--- config.mk ---
export PLATFORM = sky130hd
export DESIGN_NAME = srl_tap_delay
export DESIGN_NICKNAME = d
export VERILOG_FILES = /design/src/rtl/srl_tap_pkg.sv /design/src/rtl/srl_tap_chain.sv /design/src/rtl/srl_tap_delay.sv
export SDC_FILE = /design/constraint.sdc
export NUM_CORES = 1
export LEC_CHECK = 0
export CAP_MARGIN = 10
export CORE_AREA = 3 3 149 166
export CTS_CLUSTER_DIAMETER = 200
export DETAILED_ROUTE_END_ITERATION = 8
export DIE_AREA = 0 0 152 169
export PLACE_DENSITY = 0.68
export REMOVE_ABC_BUFFERS = 1
export SLEW_MARGIN = 20
export SYNTH_ARGS = -nofsm -noshare
export SYNTH_HDL_FRONTEND = slang
export SYNTH_SLANG_ARGS = --single-unit
--- constraint.sdc ---
create_clock -name clk -period 3.5 [get_ports clk]
set_input_delay 0.35 -clock clk [delete_from_list [all_inputs] [get_ports clk]]
set_output_delay 0.35 -clock clk [all_outputs]
set_load 0.05 [all_outputs]
--- src/rtl/srl_tap_pkg.sv ---
// Shared types and helpers for the srl_tap_delay delay line.
package srl_tap_pkg;

  localparam int MAX_DEPTH = 256;

  function automatic int clog2_min1(input int n);
    return (n <= 2) ? 1 : $clog2(n);
  endfunction

  // Wide enough for a fill count at the largest supported depth.
  typedef logic [clog2_min1(MAX_DEPTH):0] fill_t;

endpackage

--- src/rtl/srl_tap_chain.sv ---
// Single-bit shift chain with a dynamic read tap and a fixed last-stage tap.
// No reset and no per-stage hold, so the chain can be packed into SRL primitives.
module srl_tap_chain #(
  parameter int DEPTH = 32,
  parameter int AW    = 5
) (
  input  logic          clk,
  input  logic          ce,
  input  logic          d,
  input  logic [AW-1:0] addr,
  output logic          q,
  output logic          q_last
);

  localparam logic [AW:0] DEPTH_W = DEPTH[AW:0];

  logic [DEPTH-1:0] sr;

  always_ff @(posedge clk)
    if (ce) sr <= {sr[DEPTH-2:0], d};

  // Out-of-range taps exist only for non-power-of-2 depths; return 0 instead of X.
  assign q      = ({1'b0, addr} < DEPTH_W) ? sr[addr] : 1'b0;
  assign q_last = sr[DEPTH-1];

endmodule

--- src/rtl/srl_tap_delay.sv ---
// Clock-enabled delay line with run-time tap select and fill tracking.
// Optional registered outputs: define SRL_TAP_OUT_REG_EN.
module srl_tap_delay
  import srl_tap_pkg::*;
#(
  parameter  int WIDTH   = 8,
  parameter  int DEPTH   = 32,
  parameter  bit CLK_NEG = 1'b0,
  localparam int AW      = clog2_min1(DEPTH)
) (
  input  logic             clk,
  input  logic             rst,
  input  logic             ce,
  input  logic [WIDTH-1:0] d,
  input  logic [AW-1:0]    addr,
  output logic [WIDTH-1:0] q,
  output logic             q_vld,
  output logic [WIDTH-1:0] q_last,
  output logic [AW:0]      fill,
  output logic             full
);

  localparam fill_t       DEPTH_F = fill_t'(DEPTH);
  localparam logic [AW:0] DEPTH_W = DEPTH_F[AW:0];

  // Edge selection is a plain clock inversion so it folds into the primitives' clock polarity.
  logic aclk;
  assign aclk = CLK_NEG ? ~clk : clk;

  logic [WIDTH-1:0] tap_raw, last_raw;

  genvar b;
  generate
    for (b = 0; b < WIDTH; b++) begin : g_bit
      srl_tap_chain #(.DEPTH(DEPTH), .AW(AW)) u_chain (
        .clk    (aclk),
        .ce     (ce),
        .d      (d[b]),
        .addr   (addr),
        .q      (tap_raw[b]),
        .q_last (last_raw[b])
      );
    end
  endgenerate

  logic [AW:0] fill_r;

  always_ff @(posedge aclk or posedge rst)
    if (rst)                         fill_r <= '0;
    else if (ce && fill_r != DEPTH_W) fill_r <= fill_r + 1'b1;

  logic             full_c, vld_c;
  logic [WIDTH-1:0] q_c, q_last_c;

  // Stale chain contents survive reset; the fill count is what keeps them hidden.
  assign full_c   = (fill_r == DEPTH_W);
  assign vld_c    = ({1'b0, addr} < fill_r);
  assign q_c      = vld_c  ? tap_raw  : '0;
  assign q_last_c = full_c ? last_raw : '0;

  assign fill = fill_r;
  assign full = full_c;

`ifdef SRL_TAP_OUT_REG_EN
  always_ff @(posedge aclk or posedge rst)
    if (rst) begin
      q      <= '0;
      q_vld  <= 1'b0;
      q_last <= '0;
    end else begin
      q      <= q_c;
      q_vld  <= vld_c;
      q_last <= q_last_c;
    end
`else
  assign q      = q_c;
  assign q_vld  = vld_c;
  assign q_last = q_last_c;
`endif

endmodule
==> results.json <==
{
  "clockBufferDepth": 3,
  "final-hold-violation-count": 0,
  "dp_worst_setup_slack_ps": 609.4,
  "drc": 0,
  "place_congestion": 0.8083,
  "drt_first_pass_iters": 5,
  "synth_area_leaders": "edfxtp_1 (74%), mux4_2 (11%), mux2i_1 (1.9%), mux4_1 (1.8%), dfrtp_1 (1.5%)",
  "routed_wl_microns": 18910,
  "critPathTopFamily": "buffers and inverters",
  "crit_arrival_ps": 2900,
  "skew_ps": 8.017,
  "ys_seq_elements": 262,
  "synth_most_common_cell": "edfxtp_1",
  "synth.avg_cell_area_sq_um": 20.74,
  "fin_crit_sh_pct": 92.87,
  "fmax_mhz": 307.7,
  "setup_viol": 0,
  "period_minus_slack_ps": 3250,
  "via_count": 4877,
  "diodes": 0,
  "final_max_slew_viol_count": 0,
  "initial_core_util_pct": 44.37,
  "dp_hpwl_microns": 11770,
  "cp-end-kind": "output port",
  "path_clk_slew_ps": 60,
  "grt_max_degree": 121,
  "syn_inst": 499,
  "synthFlopType": "edfxtp_1",
  "path_class": "reg -> out",
  "synth-seq-area-share_pct": 75.73,
  "die_h_microns": 169,
  "slowest_stage": "clkdlybuf4s50_1",
  "leakage_nw": 4.141,
  "nets": 585,
  "synth.cell_area_sq_mm": 0.01035,
  "pin_count": 40,
  "synth_largest_area_cell": "edfxtp_1",
  "ys_warn_count": 0,
  "cp_max_fo": 8,
  "place_inst": 839,
  "design.core.area_sq_mm": 0.02333,
  "drv_cap": 0,
  "status": "completed",
  "cp_num_buf_inv": 3,
  "clock-sinks": 262,
  "post_cts_buffers": 0,
  "worstMarginPinSlew_ps": 932.7,
  "drive_gt1_share_pct": 22.38,
  "root_buffer": "clkbuf_16",
  "critical-path-max-stage-delay_ps": 800,
  "cts_tree": "yes",
  "slew_headroom_pct": 37.82,
  "crit_required_ps": 3150,
  "cts_buffers": 27,
  "grt_setup_unrepaired": "no",
  "io_buffers": 39,
  "dpl_cell_area_sq_mm": 0.01125,
  "worstPathCellList": "inv_1 -> ha_1 -> nand2_1 -> nor4_4 -> buf_4 -> and2_1 -> clkdlybuf4s50_1",
  "stdcell_area_sq_mm": 0.01203,
  "fin_cells": 886,
  "fin_ws_ps": 249.7,
  "synth.distinct_cells": 33,
  "detail-route-antenna-nets": 0,
  "worst_ir_drop_vdd_uv": 303.4,
  "powerDensity_mw_per_mm2": 630.4,
  "yosys.area.top_type_share_pct": 74.27,
  "grt_overflow": 0,
  "dieArea_sq_mm": 0.02569,
  "ys_async_sr_fraction_pct": 2.290,
  "critPathLaunchType": "flip-flop",
  "cp.depth": 7,
  "clk_latency_ps": 520,
  "total_power_mw": 7.583,
  "antenna_found_initial": 0,
  "grt_pass1_vias": 5231,
  "routed_via_density": 5.505,
  "first_iter_violations": 386,
  "synth_edf_count": 256,
  "hold_class": "in -> async",
  "r2r_cells": 7,
  "netlist_top_cells_count": "edfxtp_1 (256), mux4_2 (49), nand2_1 (33)",
  "grt_util_all_layers_pct": 14.75,
  "syn_to_final_growth_pct": 16.22,
  "routedWlPerCell_microns": 21.35,
  "dieWidth_microns": 152,
  "rows": 59,
  "grt_pass1_wl_microns": 29970,
  "cts-htree-levels": 1
}
metal layers:
layer / wire [microns] / global-route usage, % / up-vias
li1: - / - / 2179
met3: 1125 / 2.352 / 32
met4: 394 / 4.848 / 0
met2: 9278 / 23.80 / 138
met1: 8114 / 20.87 / 2528
met5: 0 / 0 / -
metrics by stage:
step	hold WS (ps)	setup TNS, ps	utilization, %
2_1_floorplan	141.0	-2496	-
3_3_place_gp	423.6	0	48.24
3_5_place_dp	428.5	0	48.24
4_1_cts	37.12	0	51.53
5_1_grt	63.25	0	51.57
6_report	46.24	0	51.57
final timing paths:
check | slack [ps] | from | endpoint
worst min register to register | 440 | g_bit[3].u_chain.sr[29] | g_bit[3].u_chain.sr[30]
worst max-delay path | 250 | fill[0] | q_last[3]
worst max register to register | 1450 | fill[0] | fill[1]
max in group asynchronous | 3270 | rst | fill[0]
worst min-delay path | 50 | rst | fill[5]
min in group clk | 380 | d[5] | g_bit[5].u_chain.sr[0]
layout make-up:
type	count	area, sq um
Clock buffer	31	690.7
Clock inverter	16	77.57
Fill cell	1872	11300
Inverter	7	26.28
Multi-Input combinational cell	207	2357
Sequential cell	262	7838
Tap cell	305	381.6
Timing Repair Buffer	58	658.1
report_power, final:
group          internal [mW]  switching, mW
Clock                   1.40           1.11
Sequential              3.68          0.155
Combinational          0.520          0.709
cells in the final DEF, fill, tap and decap left out, types with 7 or more instances in the layout:
master / synthesis / final
edfxtp_1: 256 / 256
mux4_2: 49 / 49
nand2_1: 33 / 33
clkbuf_16: 0 / 27
clkdlybuf4s50_1: 0 / 25
mux2i_1: 20 / 20
buf_4: 6 / 15
mux2_2: 13 / 13
buf_12: 1 / 13
nand2b_1: 9 / 9
o22ai_1: 9 / 9
clkinv_1: 0 / 9
and2_1: 8 / 8
inv_1: 7 / 7
nor2b_1: 7 / 7
a211oi_1: 7 / 7
mux4_1: 7 / 7
what timing repair did:
action | 4_1_cts | 5_1_grt
resized for setup | 0 | 1
endpoints found under the setup margin | 0 | 5
hold buffers | 0 | 0
state kept, by name, indices dropped and copies added, names as in the netlist:
| name | flops |
|---|---|
| g_bit.u_chain.sr | 256 |
| fill | 6 |
logic make-up (layout without fill, tap and decap cells):
group	after synthesis	count (layout)	share of synthesized area, %
buffers and inverters	30	112	1.644
flip-flops	262	262	75.73
adder cells (fa/ha/maj)	6	6	0.7253
AND/OR/NAND/NOR	73	73	3.469
AO/OA/AOI/OAI	35	35	2.309
XOR/XNOR	4	4	0.3386
multiplexers	89	89	15.79
No activity file was read; power rests on OpenSTA's default activity.
